$ cat src/rtl/fir_filter_stage_if.sv
// fir_filter_stage_if: AXI-Stream-style input and output channels of one
// FIR phase branch. The filter takes the slave view and the upstream and
// downstream logic take the master view.
interface fir_filter_stage_if #(
   parameter int DATA_IN_WIDTH  = 16,
   parameter int DATA_OUT_WIDTH = 16
);
   logic [DATA_IN_WIDTH-1:0]  data_in_tdata;
   logic                      data_in_tvalid;
   logic                      data_in_tlast;
   logic                      data_in_tready;
   logic [DATA_OUT_WIDTH-1:0] data_out_tdata;
   logic                      data_out_tvalid;
   logic                      data_out_tlast;
   logic                      data_out_tready;

   modport master (
      output data_in_tdata, data_in_tvalid, data_in_tlast, data_out_tready,
      input  data_in_tready, data_out_tdata, data_out_tvalid, data_out_tlast
   );

   modport slave (
      input  data_in_tdata, data_in_tvalid, data_in_tlast, data_out_tready,
      output data_in_tready, data_out_tdata, data_out_tvalid, data_out_tlast
   );
endinterface

$ cat src/rtl/fir_filter_stage.sv
// fir_filter_stage: fully parallel direct-form FIR phase branch.
// y[n] = sum c[k]*x[n-k]. The result is registered with one cycle of latency.
// A packet end (tlast) flushes zeros through the delay line, so each sample's
// full impulse response reaches the output.
// Build option: define OUT_SATURATE_EN to clamp the output. When it is not
// defined, the output wraps in two's complement.
module fir_filter_stage #(
   parameter int NUMBER_TAPS       = 4,
   parameter int DATA_IN_WIDTH     = 16,
   parameter int COEFFICIENT_WIDTH = 16,
   parameter int DATA_OUT_WIDTH    = 16,
   localparam int CA_W = (NUMBER_TAPS > 1) ? $clog2(NUMBER_TAPS) : 1
) (
   input  logic                          clock,
   input  logic                          reset,
   fir_filter_stage_if.slave             stream,
   output logic                          samples_remaining,
   input  logic                          coeffs_wren,
   input  logic [CA_W-1:0]               coeffs_addr,
   input  logic [COEFFICIENT_WIDTH-1:0]  coeffs_wdata
);
   localparam int PROD_W = DATA_IN_WIDTH + COEFFICIENT_WIDTH;
   localparam int ACC_W  = PROD_W + $clog2(NUMBER_TAPS);
   localparam int TAPS_D = (NUMBER_TAPS > 1) ? NUMBER_TAPS - 1 : 1;

   typedef enum logic [0:0] {RUN = 1'b0, FLUSH = 1'b1} state_t;

   state_t                               state_r, state_nxt_s;
   logic [CA_W-1:0]                      cnt_r, cnt_nxt_s;
   logic                                 sr_r, sr_nxt_s;
   logic signed [COEFFICIENT_WIDTH-1:0]  coeffs_r [NUMBER_TAPS];
   logic signed [DATA_IN_WIDTH-1:0]      taps_r [TAPS_D];
   logic [DATA_OUT_WIDTH-1:0]            out_data_r;
   logic                                 out_valid_r;
   logic                                 out_last_r;

   logic                                 out_free_s;
   logic                                 in_ready_s;
   logic                                 in_xfer_s;
   logic                                 flush_step_s;
   logic                                 accept_last_s;
   logic                                 load_s;
   logic                                 clear_s;
   logic                                 last_nxt_s;
   logic signed [DATA_IN_WIDTH-1:0]      newest_s;
   logic signed [ACC_W-1:0]              acc_s;
   logic signed [ACC_W-1:0]              shifted_s;
   logic [DATA_OUT_WIDTH-1:0]            out_data_s;

   // Full-precision signed product of one sample and one coefficient.
   function automatic logic signed [PROD_W-1:0] mul_f(
      input logic signed [DATA_IN_WIDTH-1:0]     a,
      input logic signed [COEFFICIENT_WIDTH-1:0] b
   );
      mul_f = PROD_W'(a) * PROD_W'(b);
   endfunction

   assign out_free_s    = !out_valid_r || stream.data_out_tready;
   assign in_ready_s    = (state_r == RUN) && out_free_s;
   assign in_xfer_s     = stream.data_in_tvalid && in_ready_s;
   assign flush_step_s  = (state_r == FLUSH) && out_free_s && (cnt_r != {CA_W{1'b0}});
   assign accept_last_s = (state_r == FLUSH) && out_valid_r && out_last_r && stream.data_out_tready;

   assign stream.data_in_tready   = in_ready_s;
   assign stream.data_out_tdata   = out_data_r;
   assign stream.data_out_tvalid  = out_valid_r;
   assign stream.data_out_tlast   = out_last_r;
   assign samples_remaining       = sr_r;

   // Coefficient bank: written at runtime, not cleared by reset.
   always_ff @(posedge clock) begin
      if (coeffs_wren) begin
         for (int k = 0; k < NUMBER_TAPS; k++) begin
            if (coeffs_addr == CA_W'(k)) begin
               coeffs_r[k] <= coeffs_wdata;
            end
         end
      end
   end

   // FSM state, flush counter and flush-in-progress flag.
   always_ff @(posedge clock or posedge reset) begin
      if (reset) begin
         state_r <= RUN;
         cnt_r   <= {CA_W{1'b0}};
         sr_r    <= 1'b0;
      end else begin
         state_r <= state_nxt_s;
         cnt_r   <= cnt_nxt_s;
         sr_r    <= sr_nxt_s;
      end
   end

   // Next state: accept samples in RUN, inject zeros in FLUSH.
   always_comb begin
      state_nxt_s = state_r;
      cnt_nxt_s   = cnt_r;
      sr_nxt_s    = sr_r;
      load_s      = 1'b0;
      clear_s     = 1'b0;
      last_nxt_s  = 1'b0;
      newest_s    = {DATA_IN_WIDTH{1'b0}};
      case (state_r)
         RUN: begin
            if (in_xfer_s) begin
               load_s   = 1'b1;
               newest_s = $signed(stream.data_in_tdata);
               if ((NUMBER_TAPS > 1) && stream.data_in_tlast) begin
                  state_nxt_s = FLUSH;
                  cnt_nxt_s   = CA_W'(NUMBER_TAPS - 1);
                  sr_nxt_s    = 1'b1;
               end else begin
                  last_nxt_s = (NUMBER_TAPS == 1) ? stream.data_in_tlast : 1'b0;
               end
            end else begin
               load_s = 1'b0;
            end
         end
         FLUSH: begin
            if (flush_step_s) begin
               load_s     = 1'b1;
               cnt_nxt_s  = cnt_r - CA_W'(1);
               last_nxt_s = (cnt_r == CA_W'(1));
            end else if (accept_last_s) begin
               state_nxt_s = RUN;
               cnt_nxt_s   = {CA_W{1'b0}};
               sr_nxt_s    = 1'b0;
               clear_s     = 1'b1;
            end else begin
               load_s = 1'b0;
            end
         end
         default: begin
            state_nxt_s = RUN;
         end
      endcase
   end

   // Multiply-accumulate over the newest sample and the delay line.
   always_comb begin
      acc_s = ACC_W'(mul_f(newest_s, coeffs_r[0]));
      for (int k = 1; k < NUMBER_TAPS; k++) begin
         acc_s = acc_s + ACC_W'(mul_f(taps_r[k-1], coeffs_r[k]));
      end
      shifted_s = acc_s >>> (COEFFICIENT_WIDTH - 1);
   end

`ifdef OUT_SATURATE_EN
   localparam logic signed [ACC_W-1:0] SAT_MAX_C =
      {{(ACC_W-DATA_OUT_WIDTH+1){1'b0}}, {(DATA_OUT_WIDTH-1){1'b1}}};
   localparam logic signed [ACC_W-1:0] SAT_MIN_C =
      {{(ACC_W-DATA_OUT_WIDTH+1){1'b1}}, {(DATA_OUT_WIDTH-1){1'b0}}};

   // Clamp the scaled result into the output range.
   always_comb begin
      if (shifted_s > SAT_MAX_C) begin
         out_data_s = {1'b0, {(DATA_OUT_WIDTH-1){1'b1}}};
      end else if (shifted_s < SAT_MIN_C) begin
         out_data_s = {1'b1, {(DATA_OUT_WIDTH-1){1'b0}}};
      end else begin
         out_data_s = DATA_OUT_WIDTH'(shifted_s);
      end
   end
`else
   // Keep the low bits of the scaled result (two's-complement wrap).
   always_comb begin
      out_data_s = DATA_OUT_WIDTH'(shifted_s);
   end
`endif

   // Delay line: shift on every produced output, clear once a flush completes.
   always_ff @(posedge clock or posedge reset) begin
      if (reset) begin
         for (int i = 0; i < TAPS_D; i++) taps_r[i] <= {DATA_IN_WIDTH{1'b0}};
      end else if (clear_s) begin
         for (int i = 0; i < TAPS_D; i++) taps_r[i] <= {DATA_IN_WIDTH{1'b0}};
      end else if (load_s) begin
         taps_r[0] <= newest_s;
         for (int i = 1; i < TAPS_D; i++) taps_r[i] <= taps_r[i-1];
      end
   end

   // Output register: load on a new result, hold under backpressure.
   always_ff @(posedge clock or posedge reset) begin
      if (reset) begin
         out_data_r  <= {DATA_OUT_WIDTH{1'b0}};
         out_valid_r <= 1'b0;
         out_last_r  <= 1'b0;
      end else if (load_s) begin
         out_data_r  <= out_data_s;
         out_valid_r <= 1'b1;
         out_last_r  <= last_nxt_s;
      end else if (stream.data_out_tready) begin
         out_valid_r <= 1'b0;
         out_last_r  <= 1'b0;
      end
   end
endmodule

$ cat src/flat_wrapper.sv
// flat-port wrapper written by rule: the top's interface ports become plain ports
module fir_filter_stage_flat 
#(
   parameter int NUMBER_TAPS       = 4,
   parameter int DATA_IN_WIDTH     = 16,
   parameter int COEFFICIENT_WIDTH = 16,
   parameter int DATA_OUT_WIDTH    = 16,
   localparam int CA_W = (NUMBER_TAPS > 1) ? $clog2(NUMBER_TAPS) : 1
)
  (clock, reset, samples_remaining, coeffs_wren, coeffs_addr, coeffs_wdata, stream_data_in_tdata, stream_data_in_tvalid, stream_data_in_tlast, stream_data_out_tready, stream_data_in_tready, stream_data_out_tdata, stream_data_out_tvalid, stream_data_out_tlast);
  fir_filter_stage_if #(.DATA_IN_WIDTH(DATA_IN_WIDTH), .DATA_OUT_WIDTH(DATA_OUT_WIDTH)) stream_i ();
  input  logic clock;
  input  logic reset;
  output logic samples_remaining;
  input  logic coeffs_wren;
  input  logic [CA_W-1:0] coeffs_addr;
  input  logic [COEFFICIENT_WIDTH-1:0] coeffs_wdata;
  input wire logic [$bits(stream_i.data_in_tdata)-1:0] stream_data_in_tdata;
  input wire logic [$bits(stream_i.data_in_tvalid)-1:0] stream_data_in_tvalid;
  input wire logic [$bits(stream_i.data_in_tlast)-1:0] stream_data_in_tlast;
  input wire logic [$bits(stream_i.data_out_tready)-1:0] stream_data_out_tready;
  output wire logic [$bits(stream_i.data_in_tready)-1:0] stream_data_in_tready;
  output wire logic [$bits(stream_i.data_out_tdata)-1:0] stream_data_out_tdata;
  output wire logic [$bits(stream_i.data_out_tvalid)-1:0] stream_data_out_tvalid;
  output wire logic [$bits(stream_i.data_out_tlast)-1:0] stream_data_out_tlast;
  assign stream_i.data_in_tdata = stream_data_in_tdata;
  assign stream_i.data_in_tvalid = stream_data_in_tvalid;
  assign stream_i.data_in_tlast = stream_data_in_tlast;
  assign stream_i.data_out_tready = stream_data_out_tready;
  assign stream_data_in_tready = stream_i.data_in_tready;
  assign stream_data_out_tdata = stream_i.data_out_tdata;
  assign stream_data_out_tvalid = stream_i.data_out_tvalid;
  assign stream_data_out_tlast = stream_i.data_out_tlast;
  fir_filter_stage #(.NUMBER_TAPS(NUMBER_TAPS), .DATA_IN_WIDTH(DATA_IN_WIDTH), .COEFFICIENT_WIDTH(COEFFICIENT_WIDTH), .DATA_OUT_WIDTH(DATA_OUT_WIDTH)) u_core (.clock(clock), .reset(reset), .stream(stream_i), .samples_remaining(samples_remaining), .coeffs_wren(coeffs_wren), .coeffs_addr(coeffs_addr), .coeffs_wdata(coeffs_wdata));
endmodule
$ cat config.mk
export PLATFORM = sky130hd
export DESIGN_NAME = fir_filter_stage_flat
export DESIGN_NICKNAME = d
export VERILOG_FILES = /design/src/rtl/fir_filter_stage_if.sv /design/src/rtl/fir_filter_stage.sv /design/src/flat_wrapper.sv
export SDC_FILE = /design/constraint.sdc
export NUM_CORES = 2
export LEC_CHECK = 0
export CORE_MARGIN = 2
export CORE_UTILIZATION = 50
export CTS_BUF_LIST = sky130_fd_sc_hd__clkbuf_4 sky130_fd_sc_hd__clkbuf_8 sky130_fd_sc_hd__clkbuf_16
export CTS_CLUSTER_SIZE = 16
export DETAILED_ROUTE_END_ITERATION = 16
export PLACE_DENSITY = 0.77
export SLEW_MARGIN = 15
export SYNTH_ARGS = -nofsm -noshare
export SYNTH_HDL_FRONTEND = slang
export SYNTH_SLANG_ARGS = --single-unit
$ cat constraint.sdc
create_clock -name clock -period 23.9 [get_ports clock]
set_input_delay 3.585 -clock clock [delete_from_list [all_inputs] [get_ports clock]]
set_output_delay 3.585 -clock clock [all_outputs]
set_load 0.01 [all_outputs]
# Word level (Yosys, flattened, before mapping)
# Memories as Yosys holds them, arrays and structs flattened.
# Index checks and enable logic that the tools add are counted.
# W data, S select, Z words.
word_totals:
  romBits: 0
  n_memories: 1
  latch_bits: 0
  output_inout_bits: 20
  input_bits: 40
  register_bits: 70
  mem_bits_rw: 64
  elab_cells: 97
classes:
  bitwise: 1
  div_mod_pow: 0
  eq_ne: 9
  muxes: 51
  shifts: 0
  add_sub_neg: 4
  reduce_logical: 18
  mul: 4
  n_lt_le_gt_ge: 0
mem_list:
  columns: ["name", "words", "word_bits", "rd", "rd_clocked_by_memory_dff", "write_ports", "line_no", "text"]
  rows:
  - ["u_core.coeffs_r", 4, 16, 4, 0, 1, "fir_filter_stage.sv:31", "logic signed [COEFFICIENT_WIDTH-1:0] coeffs_r [NUMBER_TAPS];"]
ops:
  columns: ["operator", "count"]
  rows:
  - ["$mul A16 B16 Y31", 4]
  - ["$mux W48", 2]
  - ["$add A31 B31 Y31", 3]
  - ["$mux W16", 5]
  - ["$reduce_or A16 Y1", 3]
  - ["$mux W1", 32]
  - ["$mux W2", 7]
  - ["$pmux W1 S2", 4]
  - ["$logic_and A1 B1 Y1", 7]
  - ["$ne A2 B2 Y1 const B", 3]
  - ["$reduce_bool A2 Y1", 3]
  - ["$eq A2 B1 Y1 const B", 2]
  - ["$eq A2 B2 Y1 const B", 2]
  - ["$pmux W2 S2", 1]
  - ["$reduce_and A4 Y1", 1]
  - ["$ne A3 B3 Y1 const B", 1]
  - ["$reduce_and A3 Y1", 1]
  - ["$logic_not A2 Y1", 1]
  - ["$ne A2 B1 Y1 const B", 1]
  - ["$sub A2 B1 Y2 const B", 1]
  - ["$logic_not A1 Y1", 1]
  - ["$logic_or A1 B1 Y1", 1]
  - ["$not A1 Y1", 1]

# Longest topological paths before layout
logic_depth:
  depth_word: 10
  mapped_depth: 36
  ltp_nobuf: 33

# Worst setup path after synthesis
# Ideal clock, no wire load.
synth_path:
  path_type: "in2reg"
  startpoint: "input port stream_data_in_tvalid"
  endpoint: "register u_core.out_data_r[13], in the netlist u_core.stream.data_out_tdata[13]"
  stages: 32
  required_ns: 23.763
  path_slack_ns: 12.021
  setup_time_ns: 0.137
  t_arrival_ns: 11.742
  n_path_buf: 3
  cell_sequence: "nor2b_1 clkbuf_1 and3_1 buf_2 clkbuf_1 nand2_1 fa_1 inv_1 fa_1 inv_1 fa_1 inv_1 fa_1 inv_1 fa_1 fa_1 inv_1 fa_1 inv_1 fa_1 fa_1 fa_1 inv_1 ha_1 a21oi_1 o21ai_0 or2_2 o2111ai_1 nand3b_1 a21oi_1 xor2_1 a21oi_1"
synth_between:
  elab_chain_len: 7
synth_rtl:
  columns: ["element", "line_no", "text"]
  rows:
  - ["start: declaration", "flat_wrapper.sv:19", "input wire logic [$bits(stream_i.data_in_tvalid)-1:0] stream_data_in_tvalid;"]
  - ["$logic_and A1 B1 Y1 *", "fir_filter_stage.sv:60", "assign in_xfer_s = stream.data_in_tvalid && in_ready_s;"]
  - ["$mux W16", "fir_filter_stage.sv:105", "if (in_xfer_s) begin"]
  - ["$mux W16", "fir_filter_stage.sv:103", "case (state_r)"]
  - ["$mul A16 B16 Y31", "fir_filter_stage.sv:55", "mul_f = PROD_W'(a) * PROD_W'(b);"]
  - ["$add A31 B31 Y31 (3 in a row)", "fir_filter_stage.sv:143", "acc_s = acc_s + ACC_W'(mul_f(taps_r[k-1], coeffs_r[k]));"]
  - ["end signal: assignment", "fir_filter_stage.sv:186", "out_data_r <= {DATA_OUT_WIDTH{1'b0}};"]
  - ["end signal: assignment", "fir_filter_stage.sv:190", "out_data_r <= out_data_s;"]
  - ["end: declaration", "fir_filter_stage.sv:33", "logic [DATA_OUT_WIDTH-1:0] out_data_r;"]
# Every way passes the cells marked *; elsewhere a longest branch is shown, timed or not.
# A chain may end at the register's enable or synchronous reset.

# Final worst setup path
layout_path:
  startpoint: "input port stream_data_in_tvalid"
  endpoint: "register u_core.out_data_r[15], in the netlist u_core.stream.data_out_tdata[15]"
# Same word-level chain as after synthesis.

==> flow_summary_export.csv <==
group,metric,value,unit
worst_hold_path,hold_depth,1,
die,start_util,50.22,%
placement,routabilityCongestion,0.9496,
yosys,synth_area_leaders,"fa_1, inv_1, ha_1",
critical_path,crit_path_max_incr_delay,0.76,ns
worst_hold_path,hold_path.class,"flip-flop to flip-flop",
die,die_w,298.5,um
die,core,0.08635,mm^2
critical_path,r2r_cells,32,
yosys,synth_cells,4462,
cells_and_area,num-fill-cells,7466,
clock_network,clkSlewWorstSetupHoldPaths,0.07,ns
critical_path,cp.depth,33,
clock_network,cts_setup_buffers,0,
placement,hpwl,95310,um
timing,maxSlewHeadroom,22.36,%
global_routing,antenna_found_initial,3,
critical_path,cp_num_buf_inv,11,
critical_path,crit_fanout,56,
clock_network,h-tree-depth,4,
cells_and_area,layout_commonest_cell,"inv_1",
clock_network,cts_sinks,134,
timing,hold_viol,0,
yosys,syn_area_per_cell,9.719,um^2
cells_and_area,syn_to_final_growth,5.061,%
clock_network,root_buffer,"clkbuf_16",
yosys,yosysSeqAreaShare,8.471,%
die,die_h,298.5,um
placement,port_buffers,59,
critical_path,arrival,13.74,ns
yosys,synth_top_area_cell,"fa_1",
global_routing,overflow,0,
critical_path,cpMostUsedCell,"fa_1",
timing,tightest_slew,1.165,ns
timing,fin_skew,0.01562,ns
critical_path,worstPathRequired,24.24,ns
critical_path,cp_slowest_cell,"and2_2",
timing,fin_crit_sh,56.07,%
outcome,outcome,"finished, final reports clean",
yosys,synth_edf_count,64,
drt,drt-vias-per-instance,5.317,
clock_network,worst_skew_pair.late_latency,0.48,ns
global_routing,grt_pass1_wl,184600,um
clock_network,cts_resized,0,
timing,min_period,13.40,ns
drt,ant_nets,0,
drt,num_vias,29535,
cells_and_area,finalNetCount,5853,
critical_path,path_delay_family,"adder cells",
drt,firstDrtPassIters,6,
die,ios,60,
clock_network,cts_buffer_depth,2,
yosys,synth_cell_types,50,
critical_path,start_kind,"input port",
job,drv_cap,0,
die,die-area,0.08910,mm^2
cells_and_area,mostFrequentLayoutCells,"inv_1, fa_1, nand2_1",
cells_and_area,drive_above_1_share,1.773,%
global_routing,grt_max_degree,60,
yosys,synth_top_area_share,54.80,%
yosys,async_flop_share,52.24,%
critical_path,crit_type,"input port to flip-flop",
drt,wl,113000,um
global_routing,track_usage,27.14,%
drt,drc,0,
global_routing,first_global_vias,33286,
drt,drt_iter0_drc,2337,
yosys,syn-cell-area,0.04336,mm^2
cells_and_area,diodes,0,
timing,rsz0062_at_grt,"no",
critical_path,endpoint_kind,"flip-flop",
timing,timing.fmax,74.62,MHz
die,row_count,108,
clock_network,cts_hold_buf,0,
clock_network,cts_tree,"done",
yosys,ys.flop_type,"dfrtp_1",
yosys,ys_seq_elements,134,
yosys,synth_warnings,0,
yosys,syn_nets,5928,
timing,setup_violations,0,
clock_network,cts_buffers,17,
timing,drv_slew,0,
drt,wl_per_cell,20.34,um
timing,fin_setup_tns,0,ns
-- worst register-to-register path, delay by kind of cell (launching register included) --
family | cells | cell delay [ns]
adders and majority gates | 11 | 5.32
and+or+nand+nor | 4 | 1.81
AOI/OAI and AO/OA | 6 | 1.29
buffers and inverters | 10 | 1.13
DFF | 1 | 0.40
xor gates and xnor gates | 1 | 0.14
-- sequential cells by signal, indices dropped and copies added (netlist names) --
| name | flops |
|---|---|
| u_core.coeffs_r | 64 |
| u_core.taps_r | 48 |
| u_core.stream.data_out_tdata | 16 |
| u_core.cnt_r | 2 |
| u_core.samples_remaining | 1 |
| u_core.state_r | 1 |
| u_core.stream.data_out_tlast | 1 |
| u_core.stream.data_out_tvalid | 1 |
-- kinds of logic after synthesis --
group | Yosys count | share of synthesized area (%)
compound gates | 119 | 1.731
simple gates | 1176 | 13.30
fa+ha+maj | 1426 | 61.69
flops | 134 | 8.471
buf+inv | 1531 | 13.27
xor+xnor | 76 | 1.535
-- synth_stat cells (2+ instances only) --
| library cell | number |
|---|---|
| clkbuf_1 | 171 |
| a21oi_1 | 65 |
| o211ai_1 | 2 |
| nor3_1 | 2 |
| edfxtp_1 | 64 |
| buf_1 | 5 |
| a21o_1 | 10 |
| nor2b_1 | 38 |
| dfrtp_1 | 70 |
| nand4_1 | 4 |
| fa_1 | 1187 |
| a21boi_0 | 4 |
| xor2_1 | 8 |
| o21bai_1 | 3 |
| nor3b_1 | 5 |
| o21ai_0 | 12 |
| a211oi_1 | 6 |
| nand2_1 | 602 |
| xnor2_1 | 68 |
| a22o_1 | 3 |
| or2_2 | 3 |
| nand3_1 | 27 |
| inv_1 | 1350 |
| buf_2 | 5 |
| and2_1 | 361 |
| ha_1 | 239 |
| and3_1 | 75 |
| nand2b_1 | 22 |
| nor2_1 | 26 |
| and3_2 | 5 |
-- metal layers --
layer	wire [um]	vias up	global-route usage, %	part of all wire [%]
met1	42530	15463	34.93	38
met4	5495	4	11.49	4.9
met2	54000	1408	44.54	48
met5	21	-	0	0.019
li1	-	12329	-	-
met3	10970	331	6.056	9.7
-- cell type report --
class	instances	area, um^2	area share [%]
clock buffers	17	425.4	0.9338
clock inverters	15	178.9	0.3927
inverters	1350	5069	11.13
multi-input cells	2797	33970	74.56
flip-flops and latches	134	3674	8.063
well taps	1155	1445	3.172
repair buffers	87	800.8	1.758
-- worst paths after layout --
check | startpoint | endpoint | slack (ns)
max reg2reg | u_core.state_r$_DFF_PP0_ | u_core.stream.data_out_tdata[15]$_DFFE_PP0P_ | 13.68
min in group asynchronous | reset | u_core.stream.data_out_tdata[15]$_DFFE_PP0P_ | 3.46
min | u_core.taps_r[41]$_DFFE_PP0P_ | u_core.taps_r[41]$_DFFE_PP0P_ | 0.49
max in group asynchronous | reset | u_core.taps_r[16]$_DFFE_PP0P_ | 19.34
min reg2reg | u_core.taps_r[41]$_DFFE_PP0P_ | u_core.taps_r[41]$_DFFE_PP0P_ | 0.49
max | stream_data_in_tvalid | u_core.stream.data_out_tdata[15]$_DFFE_PP0P_ | 10.50
-- per-stage QoR --
step                      cell area, um^2  setup slack (ns)  instances  util [%]  hold WS (ns)
after global placement              44950             10.25       5523     52.06        0.4594
final                               45560             10.50       5555     52.76        0.4865
after CTS                           45560             10.57       5555     52.76        0.4843
after detailed placement            44950             10.08       5523     52.06        0.4659
after floorplan                     43360             12.02       4462         -        0.4833
after global routing                45560             9.973       5555     52.76        0.4903
Power is not shown: default switching activity piles up to over one toggle a cycle in this logic, so the estimate is an artifact.
